[src/rtl/seg_timer_pkg.sv]
// Shared definitions for the seven-segment stopwatch/countdown timer:
// FSM encoding, BCD to segment decode and a counter-width helper.
package seg_timer_pkg;

  typedef logic [1:0] state_t;

  localparam logic [1:0] ST_IDLE    = 2'd0;
  localparam logic [1:0] ST_RUN     = 2'd1;
  localparam logic [1:0] ST_PAUSE   = 2'd2;
  localparam logic [1:0] ST_EXPIRED = 2'd3;

  // Bits needed to hold 0..value-1, never less than one.
  function automatic int clog2_min1(input int value);
    int r;
    r = 0;
    for (int i = 0; i < 31; i++) begin
      if ((32'd1 << i) < value) r = i + 1;
    end
    return (r < 1) ? 1 : r;
  endfunction

  // Returns {g,f,e,d,c,b,a}; values above 9 blank the digit.
  function automatic logic [6:0] bcd_to_seg(input logic [3:0] bcd);
    logic [6:0] s;
    case (bcd)
      4'd0:    s = 7'h3F;
      4'd1:    s = 7'h06;
      4'd2:    s = 7'h5B;
      4'd3:    s = 7'h4F;
      4'd4:    s = 7'h66;
      4'd5:    s = 7'h6D;
      4'd6:    s = 7'h7D;
      4'd7:    s = 7'h07;
      4'd8:    s = 7'h7F;
      4'd9:    s = 7'h6F;
      default: s = 7'h00;
    endcase
    return s;
  endfunction

endpackage

[src/rtl/seg_debounce.sv]
// Button conditioner: two-flop synchroniser, stability counter, and a
// single-cycle pulse on each accepted rising level.
module seg_debounce
  import seg_timer_pkg::*;
#(
  parameter int DEBOUNCE_CYCLES = 50_000
) (
  input  logic i_clk,
  input  logic i_rst_n,
  input  logic i_btn,
  output logic o_pulse
);

  localparam int CW = clog2_min1(DEBOUNCE_CYCLES);
  localparam logic [CW-1:0] CNT_LAST = CW'(DEBOUNCE_CYCLES - 1);

  logic          r_sync1;
  logic          r_sync2;
  logic          r_stable;
  logic          r_pulse;
  logic [CW-1:0] r_cnt;

  always_ff @(posedge i_clk or negedge i_rst_n) begin
    if (!i_rst_n) begin
      r_sync1  <= 1'b0;
      r_sync2  <= 1'b0;
      r_stable <= 1'b0;
      r_pulse  <= 1'b0;
      r_cnt    <= '0;
    end else begin
      r_sync1 <= i_btn;
      r_sync2 <= r_sync1;
      r_pulse <= 1'b0;
      // Any sample agreeing with the accepted level restarts the run.
      if (r_sync2 == r_stable) begin
        r_cnt <= '0;
      end else if (r_cnt == CNT_LAST) begin
        r_stable <= r_sync2;
        r_cnt    <= '0;
        r_pulse  <= r_sync2;
      end else begin
        r_cnt <= r_cnt + CW'(1);
      end
    end
  end

  assign o_pulse = r_pulse;

endmodule

[src/rtl/seg_timer_mux.sv]
// BCD stopwatch / countdown timer with a multiplexed seven-segment driver.
//   state   | meaning
//   IDLE    | stopped, count holds preset
//   RUN     | prescaler running, count advances on each tick
//   PAUSE   | stopped, prescaler phase held
//   EXPIRED | countdown reached zero, waits for clear
module seg_timer_mux
  import seg_timer_pkg::*;
#(
  parameter int NUM_DIGITS      = 4,
  parameter int CLK_HZ          = 10_000_000,
  parameter int TICK_HZ         = 100,
  parameter int REFRESH_HZ      = 1000,
  parameter int DEBOUNCE_CYCLES = 50_000,
  parameter int DP_DIGIT        = 2
) (
  input  logic                    wb_clk_i,
  input  logic                    wb_rst_ni,
  input  logic                    btn_start_i,
  input  logic                    btn_clear_i,
  input  logic                    mode_down_i,
  input  logic [4*NUM_DIGITS-1:0] load_value_i,
  output logic [7:0]              seg_o,
  output logic [NUM_DIGITS-1:0]   digit_en_o,
  output logic                    running_o,
  output logic                    expired_o
);

  localparam int PRESCALE = CLK_HZ / TICK_HZ;
  localparam int DWELL    = CLK_HZ / REFRESH_HZ;
  localparam int PW       = clog2_min1(PRESCALE);
  localparam int DW       = clog2_min1(DWELL);
  localparam int IW       = clog2_min1(NUM_DIGITS);
  localparam int CNTW     = 4 * NUM_DIGITS;
  localparam logic [PW-1:0] PRESC_LAST = PW'(PRESCALE - 1);
  localparam logic [DW-1:0] DWELL_LAST = DW'(DWELL - 1);
  localparam logic [IW-1:0] IDX_LAST   = IW'(NUM_DIGITS - 1);
  localparam logic [IW-1:0] IDX_DP     = IW'(DP_DIGIT);

  logic                  w_start;
  logic                  w_clear;
  logic                  r_mode_s1;
  logic                  r_mode_s2;
  logic                  w_mode_down;

  state_t                r_state;
  state_t                w_state_nxt;
  logic [CNTW-1:0]       r_count;
  logic [CNTW-1:0]       w_count_nxt;
  logic [CNTW-1:0]       w_count_inc;
  logic [CNTW-1:0]       w_count_dec;
  logic [CNTW-1:0]       w_preset;
  logic                  w_count_zero;
  logic                  w_dec_zero;
  logic [PW-1:0]         r_presc;
  logic                  w_tick;
  logic                  w_expire_tick;
  logic                  r_running;
  logic                  r_expired;

  logic [DW-1:0]         r_dwell;
  logic                  w_dwell_tc;
  logic [IW-1:0]         r_idx;
  logic [IW-1:0]         w_idx_nxt;
  logic [NUM_DIGITS-1:0] r_digit_en;
  logic [NUM_DIGITS-1:0] w_en_nxt;
  logic [3:0]            w_digit_sel;
  logic [7:0]            r_seg;
  logic [7:0]            w_seg_nxt;

  seg_debounce #(.DEBOUNCE_CYCLES(DEBOUNCE_CYCLES)) u_db_start (
    .i_clk   (wb_clk_i),
    .i_rst_n (wb_rst_ni),
    .i_btn   (btn_start_i),
    .o_pulse (w_start)
  );

  seg_debounce #(.DEBOUNCE_CYCLES(DEBOUNCE_CYCLES)) u_db_clear (
    .i_clk   (wb_clk_i),
    .i_rst_n (wb_rst_ni),
    .i_btn   (btn_clear_i),
    .o_pulse (w_clear)
  );

  always_ff @(posedge wb_clk_i or negedge wb_rst_ni) begin
    if (!wb_rst_ni) begin
      r_mode_s1 <= 1'b0;
      r_mode_s2 <= 1'b0;
    end else begin
      r_mode_s1 <= mode_down_i;
      r_mode_s2 <= r_mode_s1;
    end
  end

  assign w_mode_down = r_mode_s2;

  always_comb begin
    w_preset = '0;
    for (int i = 0; i < NUM_DIGITS; i++) begin
      w_preset[4*i +: 4] = (load_value_i[4*i +: 4] > 4'd9) ? 4'd9 : load_value_i[4*i +: 4];
    end
  end

  always_comb begin
    logic carry;
    logic borrow;
    w_count_inc = r_count;
    w_count_dec = r_count;
    carry       = 1'b1;
    borrow      = 1'b1;
    for (int i = 0; i < NUM_DIGITS; i++) begin
      if (carry) begin
        if (r_count[4*i +: 4] == 4'd9) begin
          w_count_inc[4*i +: 4] = 4'd0;
        end else begin
          w_count_inc[4*i +: 4] = r_count[4*i +: 4] + 4'd1;
          carry = 1'b0;
        end
      end
      if (borrow) begin
        if (r_count[4*i +: 4] == 4'd0) begin
          w_count_dec[4*i +: 4] = 4'd9;
        end else begin
          w_count_dec[4*i +: 4] = r_count[4*i +: 4] - 4'd1;
          borrow = 1'b0;
        end
      end
    end
  end

  // A down tick from zero also expires rather than wrapping to all-9s.
  assign w_count_zero  = (r_count == '0);
  assign w_dec_zero    = w_count_zero || (w_count_dec == '0);
  assign w_tick        = (r_state == ST_RUN) && (r_presc == PRESC_LAST);
  assign w_expire_tick = w_tick && w_mode_down && w_dec_zero;

  always_comb begin
    w_state_nxt = r_state;
    if (w_clear) begin
      w_state_nxt = ST_IDLE;
    end else begin
      case (r_state)
        ST_IDLE:  if (w_start) w_state_nxt = (w_mode_down && w_count_zero) ? ST_EXPIRED : ST_RUN;
        ST_RUN: begin
          if (w_expire_tick)  w_state_nxt = ST_EXPIRED;
          else if (w_start)   w_state_nxt = ST_PAUSE;
        end
        ST_PAUSE: if (w_start) w_state_nxt = ST_RUN;
        default:  w_state_nxt = r_state;
      endcase
    end
  end

  always_comb begin
    w_count_nxt = r_count;
    if (w_clear) begin
      w_count_nxt = w_mode_down ? w_preset : '0;
    end else if (w_tick) begin
      if (w_mode_down) w_count_nxt = w_dec_zero ? '0 : w_count_dec;
      else             w_count_nxt = w_count_inc;
    end
  end

  always_ff @(posedge wb_clk_i or negedge wb_rst_ni) begin
    if (!wb_rst_ni) begin
      r_state   <= ST_IDLE;
      r_count   <= '0;
      r_presc   <= '0;
      r_running <= 1'b0;
      r_expired <= 1'b0;
    end else begin
      r_state   <= w_state_nxt;
      r_count   <= w_count_nxt;
      r_running <= (w_state_nxt == ST_RUN);
      r_expired <= (w_state_nxt == ST_EXPIRED);
      if (!w_clear && r_state == ST_RUN) begin
        r_presc <= w_tick ? '0 : r_presc + PW'(1);
      end else if (w_clear || r_state != ST_PAUSE) begin
        r_presc <= '0;
      end
    end
  end

  assign w_dwell_tc = (r_dwell == DWELL_LAST);

  // The enable register starts all-zero, so the first terminal count lands on digit 0.
  always_comb begin
    w_idx_nxt = r_idx;
    w_en_nxt  = r_digit_en;
    if (w_dwell_tc) begin
      if (r_digit_en == '0 || r_idx == IDX_LAST) begin
        w_idx_nxt = '0;
        w_en_nxt  = NUM_DIGITS'(1);
      end else begin
        w_idx_nxt = r_idx + IW'(1);
        w_en_nxt  = r_digit_en << 1;
      end
    end
  end

  assign w_digit_sel = r_count[4*w_idx_nxt +: 4];

  always_comb begin
    w_seg_nxt = 8'h00;
    if (w_en_nxt != '0) begin
      w_seg_nxt = {(w_idx_nxt == IDX_DP), bcd_to_seg(w_digit_sel)};
    end
  end

  always_ff @(posedge wb_clk_i or negedge wb_rst_ni) begin
    if (!wb_rst_ni) begin
      r_dwell    <= '0;
      r_idx      <= '0;
      r_digit_en <= '0;
      r_seg      <= 8'h00;
    end else begin
      r_dwell    <= w_dwell_tc ? '0 : r_dwell + DW'(1);
      r_idx      <= w_idx_nxt;
      r_digit_en <= w_en_nxt;
      r_seg      <= w_seg_nxt;
    end
  end

  assign seg_o      = r_seg;
  assign digit_en_o = r_digit_en;
  assign running_o  = r_running;
  assign expired_o  = r_expired;

endmodule

[config.mk]
export PLATFORM = sky130hd
export DESIGN_NAME = seg_timer_mux
export DESIGN_NICKNAME = d
export VERILOG_FILES = /design/src/rtl/seg_timer_pkg.sv /design/src/rtl/seg_debounce.sv /design/src/rtl/seg_timer_mux.sv
export SDC_FILE = /design/constraint.sdc
export NUM_CORES = 1
export LEC_CHECK = 0
export BUFFER_PORTS_ARGS = -buffer_cell sky130_fd_sc_hd__buf_2
export CELL_PAD_IN_SITES_DETAIL_PLACEMENT = 1
export CELL_PAD_IN_SITES_GLOBAL_PLACEMENT = 1
export CORE_MARGIN = 1
export CORE_UTILIZATION = 40
export CTS_BUF_LIST = sky130_fd_sc_hd__clkbuf_8
export DETAILED_ROUTE_END_ITERATION = 10
export PLACE_DENSITY_LB_ADDON = 0.15
export SLEW_MARGIN = 0
export SYNTH_ARGS = -nofsm -noshare
export SYNTH_HDL_FRONTEND = slang
export SYNTH_SLANG_ARGS = --single-unit
[constraint.sdc]
create_clock -name wb_clk_i -period 2.96 [get_ports wb_clk_i]
set_input_delay 0.148 -clock wb_clk_i [delete_from_list [all_inputs] [get_ports wb_clk_i]]
set_output_delay 0.148 -clock wb_clk_i [all_outputs]
set_load 0.01 [all_outputs]
==> Word level (Yosys, flattened, before mapping) <==
Memory sizes are Yosys's and may differ from the RTL's.
Cells that the tools add are included.
{ "op_classes": {"add_sub_neg": 13, "order_cmp": 4, "n_eq_ne": 17, "shifts": 1, "muxes": 57, "bitwise": 2, "reduce_logical": 28} }
{ "op_table": {"columns": ["operator", "count"], "rows": [
  ["$mux W16", 9],
  ["$mux W4", 20],
  ["$mux W17", 3],
  ["$add A16 B1 Y16 const B", 2],
  ["$eq A16 B16 Y1 const B", 2],
  ["$logic_not A16 Y1", 2],
  ["$logic_not A4 Y1", 5],
  ["$add A17 B1 Y17 const B", 1],
  ["$eq A17 B17 Y1 const B", 1],
  ["$add A4 B1 Y4 const B", 4],
  ["$eq A4 B4 Y1 const B", 4],
  ["$gt A4 B4 Y1 const B", 4],
  ["$mux W2", 8],
  ["$shiftx A16 B5 Y4", 1],
  ["$sub A4 B1 Y4 const B", 4],
  ["$add A14 B1 Y14 const B", 1],
  ["$eq A14 B14 Y1 const B", 1],
  ["$mux W1", 14],
  ["$mux W14", 1],
  ["$reduce_and A2 Y1", 5],
  ["$reduce_bool A3 Y1", 3],
  ["$eq A2 B2 Y1 const B", 4],
  ["$mux W8", 1],
  ["$pmux W2 S3", 1],
  ["11 further kinds", 21]
]} }
{ "word_totals": {"reg_bits": 107, "mem_bits_ro": 112, "output_inout_bits": 14, "word_cells": 147, "n_memories": 1} }
{ "mem_list": {"columns": ["name", "depth", "word_bits", "rd", "rd_ports_with_merged_regs", "write_ports", "line", "rtl"], "rows": [
  ["(name not given)", 16, 7, 1, 0, 0, "seg_timer_pkg.sv:25", "case (bcd)"]
]} }

==> Logic depth before layout (Yosys ltp) <==
{ "depth": {"word_depth": 12, "ltp_mapped": 13} }

==> Modules after synthesis <==
A second synthesis with hierarchy kept.
{ "unflattened": {"hier_cells": 688, "hier_area_um2": 6234.7} }
{ "modules_own_cells": {"columns": ["mod", "n_inst", "cells_each", "area_per_inst_um2", "seq_area_each_um2"], "rows": [
  ["seg_timer_mux", 1, 506, 4297.9, 1676.6],
  ["seg_debounce", 2, 91, 968.4, 500.5]
]} }

==> Least setup slack after synthesis <==
No wires, ideal clock.
{ "synth_path": {"path_type": "reg-to-reg", "startpoint": "register r_dwell[6]", "endpoint": "register r_seg[6] (netlist: seg_o[6])", "setup_ns": 0.083, "t_arrival_ns": 2.671, "slack_ns": 0.206, "path_stages_with_launch": 12, "cell_sequence": "dfrtp_1 > nor4bb_1 > and4_1 > buf_2 > mux2i_1 > inv_2 > a21oi_1 > a32o_1 > inv_1 > ha_1 > mux2_2 > o21ai_0"} }
{ "synth_via": {"elab_chain_cells": 5, "word_cells_on_any_way": 7, "cone_classes": "eq/ne (1); shift (1); mux (3); reduce/logical (1); memory (1)"} }
{ "synth_rtl": {"columns": ["item", "line", "rtl"], "rows": [
  ["start, declared", "seg_timer_mux.sv:61", "logic [DW-1:0] r_dwell;"],
  ["start signal, assigned", "seg_timer_mux.sv:217", "r_dwell <= w_dwell_tc ? '0 : r_dwell + DW'(1);"],
  ["$eq A14 B14 Y1", "seg_timer_mux.sv:184", "assign w_dwell_tc = (r_dwell == DWELL_LAST);"],
  ["$mux W2", "seg_timer_mux.sv:190", "if (w_dwell_tc) begin"],
  ["via w_idx_nxt[0]", "seg_timer_mux.sv:64", "logic [IW-1:0] w_idx_nxt;"],
  ["$shiftx A16 B5 Y4", "seg_timer_mux.sv:201", "assign w_digit_sel = r_count[4*w_idx_nxt +: 4];"],
  ["$mem_v2 Z16 W7", null, null],
  ["$mux W8", "seg_timer_mux.sv:205", "if (w_en_nxt != '0) begin"],
  ["via w_seg_nxt[6]", "seg_timer_mux.sv:69", "logic [7:0] w_seg_nxt;"],
  ["end signal, assigned", "seg_timer_mux.sv:220", "r_seg <= w_seg_nxt;"],
  ["end, declared", "seg_timer_mux.sv:68", "logic [7:0] r_seg;"]
]} }
The timed path passes the listed nets, and every way through them passes these cells.
A chain may end at the register's enable or synchronous reset.

==> Worst setup path after layout <==
{ "layout_path": {"startpoint": "register r_dwell[7]", "endpoint": "register r_seg[3] (netlist: seg_o[3])"} }
{ "layout_via": {"elab_chain_cells": 5, "word_cells_on_any_way": 7, "cone_classes": "eq/ne (1); shift (1); mux (3); reduce/logical (1); memory (1)"} }
{ "layout_rtl": {"columns": ["item", "line"], "rows": [
  ["$eq A14 B14 Y1 (*)", "seg_timer_mux.sv:184"],
  ["$mux W2", "seg_timer_mux.sv:190"],
  ["$shiftx A16 B5 Y4", "seg_timer_mux.sv:201"],
  ["$mem_v2 Z16 W7", null],
  ["$mux W8 (*)", "seg_timer_mux.sv:205"],
  ["via w_seg_nxt[3]", "seg_timer_mux.sv:69"]
]} }
The timed path passes the listed nets; every way through them passes the cells marked *.

==> summary.txt <==
First-pass GRT wire length: 25200 µm
Peak supply drop: 0.257 mV
Seq/Total Area, Yosys: 45.1%
Met3 routed WL: 348 µm
PnR Total Power: 2650 µW
Worst setup SP type: register
Via density: 5.58
Total number of vias: 5041
M1 WL: 7280 µm
Post-DRT Antenna Nets: 0
IO Pins: 35
Worst hold path type: in -> reg
Reg-to-reg setup timing slack: 0.15 ns
Final period util: 94.9%
Overall global routing resource usage: 21.1%
Sum Neg Setup Slack: 0 ns
Final Hold Viols: 0
Maxcap violations: 0
Crit path from: r_dwell[7]
Adder-cell area share of the yosys netlist: 1.90%
Initial antenna violation count: 0
Num CTS Buffers: 9
Worst r2r src: r_dwell[7]
Post-Syn Area: 5940 µm²
Clk root buf: clkbuf_8
Ant diodes: 0
Initial core utilization: 40.9%
Rel. slew slack: 51.2%
Drt drc: 0
Synthesized flop and latch total: 107
CP max stage delay: 0.44 ns
CP cell instances: nor4bb_2 > and4_2 > mux2i_2 > buf_4 > nand2_1 > a32o_2 > ha_1 > mux2_2 > o21ai_0
Mean Syn Cell Area: 8.92 µm²
Num Clock Sinks: 107
H-Tree Depth: 3
Die Wd: 124 µm
Max Root-Sink Buffers: 2
Synth Net Count: 696
Die area: 15300 µm²
Largest net degree at the start of global routing: 40
Final net count: 744
Clock skew: 0.0140 ns
Worst hold stages: 3
Main synth FF type: dfrtp_1
Yosys top cell by area: dfrtp_1
Status: finished, final reports clean
Iteration-0 DRC Markers: 323
Vias in the first global route: 5082
Reg-to-reg endpoint: seg_o[3]
Synth area leaders: dfrtp_1 (45%), o21ai_0 (5.6%), nand2_1 (5.3%)
Fmax achieved: 0.356 GHz
Cells after Synth: 666
RSZ-0062 raised after global routing: false
Area grow syn2layout: 13.2%
GP Congestion: 0.823
Synth cell types: 65
Most frequent cells in the layout: dfrtp_1 (107), nand2_1 (84), nor2_1 (78)
Share of post-route cells with drive strength above 1: 13.9%
Core Region: 14500 µm²
Bufs and invs on worst path: 1
R2r worst-path depth: 9
Layout fillers: 1699
WL/cell: 17.0 µm
Post-synth EDFFs: 0
Yosys top cell area share: 45.1%
Largest fanout on the critical path: 7
Rows: 44
Die Span Y: 124 µm
Worst slew pin tran: 0.732 ns
Largest family of logic cells by synthesized area: simple AND/OR/NAND/NOR gates
Required time worst endpoint: 3.26 ns
Setup-failing EPs final: 0
Crit. End Element: register
Fin crit period: 2.81 ns
Worst Setup EP: seg_o[3]
LEAKAGE: 0.00301 µW
Clock Latency Late Sink: 0.39 ns
Synth Area in Compound Gates: 15.3%
Fin. max-slew vios: 0
Met2 WL: 7480 µm
Worst path depth: 9
Critical path arrival: 3.11 ns
Post-DP HPWL: 10900 µm
Crit path max-delay cell type: dfrtp_1
Detailed Routing Iterations Pass 1: 4
Most common cell after layout, fill and taps aside: dfrtp_1
Asr flop ratio synth: 100%
# port buffers: 34
Post-synthesis simple-gate area fraction: 25.4%
Mux share of post-synthesis cell area: 2.65%
Critical path class: reg -> reg
Syn. warnings: 0
Xor/xnor share of the synthesized area: 6.93%
Pwr per Cell Area: 393 nW/µm²
CTS tree: yes
Total detailed-routing wirelength: 15300 µm
Total gr overflow: 0
CP top delay family: simple AND/OR/NAND/NOR gates
Clk slew on worst S/H paths: 0.11 ns
Max Used Layer: met4
==> layer usage <==
metal	global-route usage (%)	up-vias
met5	0	-
met4	6.48	0
met3	3.98	17
met2	35.4	53
met1	27.5	2514
li1	-	2457
==> worst reg2reg max path, cell delays in order (launching register included) <==
cell	delay, ns
dfrtp_1	0.44
nor4bb_2	0.36
and4_2	0.34
mux2i_2	0.28
buf_4	0.18
nand2_1	0.06
a32o_2	0.32
ha_1	0.32
mux2_2	0.26
o21ai_0	0.18
==> registers in the layout, summed over array words and instances (netlist names), 2 cells and up <==
signal	flops
digit_en_o	4
r_count	16
r_dwell	14
r_idx	2
r_presc	17
r_state	2
seg_o	8
u_db_clear.r_cnt	16
u_db_start.r_cnt	16
==> area by class of cell <==
type	instances	area (µm²)	share of cell area, %
multi-input cells	517	3120	46.4
flip-flops and latches	107	2680	39.8
inverters	16	60.1	0.893
clock inverters	7	111	1.66
repair buffers	63	403	5.99
clock buffers	9	124	1.84
well taps	184	230	3.42
==> logic make-up after synthesis <==
family	count (synthesis)
compound gates	147
xor+xnor	47
fa+ha+maj	9
buf+inv	42
flops	107
mux	15
simple gates	299
==> how the worst min path moves through the flow <==
stage               slack (ns)            end       startpoint
floorplan                -0.15  digit_en_o[0]        wb_rst_ni
global placement          0.15       seg_o[5]        wb_rst_ni
detailed placement        0.17       seg_o[5]        wb_rst_ni
CTS                     0.0002     r_count[3]  load_value_i[3]
global route              0.03     r_count[3]  load_value_i[3]
finish                    0.03     r_count[3]  load_value_i[3]
==> synthesized netlist by cell type (3+ instances only) <==
library cell  instances
nor2b_1               8
nand2_1              84
nand2b_1              9
xnor2_1              24
buf_2                 3
dfrtp_1             107
and3_1               18
o21a_1                3
o31ai_1               8
nor4_1                5
mux2i_1               9
or3_1                 5
buf_1                 3
nand4_1              16
nor3b_1               3
inv_1                15
and2_1                8
o41ai_1               3
nor3_1               15
mux2_2                6
and4_1                4
clkbuf_1             19
nor2_1               78
xor2_1               23
a22oi_1               8
ha_1                  9
o21ai_0              66
nand3_1              23
or2_2                 3
nor4b_1               4
o211ai_1              6
nand3b_1              6
a21oi_1              26
==> timing repair <==
| action | CTS | global route |
|---|---|---|
| endpoints found under the hold margin | 40 | 0 |
| hold buffers | 5 | 0 |
| setup endpoints to repair | 0 | 7 |
| setup buffers | 0 | 0 |
| resized for setup | 0 | 6 |
==> power by group <==
part / switching [µW] / leakage, µW / internal, µW / total, µW
Combinational: 65.7 / 0.00151 / 35.5 / 101
Sequential: 11.6 / 0.00139 / 1470 / 1480
Clock: 569 / 0.000111 / 493 / 1060
Total: 647 / 0.00301 / 2000 / 2650
==> per-stage QoR <==
stage | hold slack (ns) | area (µm²) | setup WS (ns) | util [%] | instances
final | 0.0286 | 6730 | 0.150 | 46.3 | 903
after global routing | 0.0259 | 6730 | 0.0222 | 46.3 | 903
after CTS | 0.000212 | 6710 | 0.0579 | 46.1 | 903
after detailed placement | 0.173 | 6420 | 0.0987 | 44.2 | 882
after global placement | 0.154 | 6420 | 0.197 | 44.2 | 882
after floorplan | -0.148 | 5940 | 0.206 | - | 666
No activity file was read; power rests on OpenSTA's default activity.
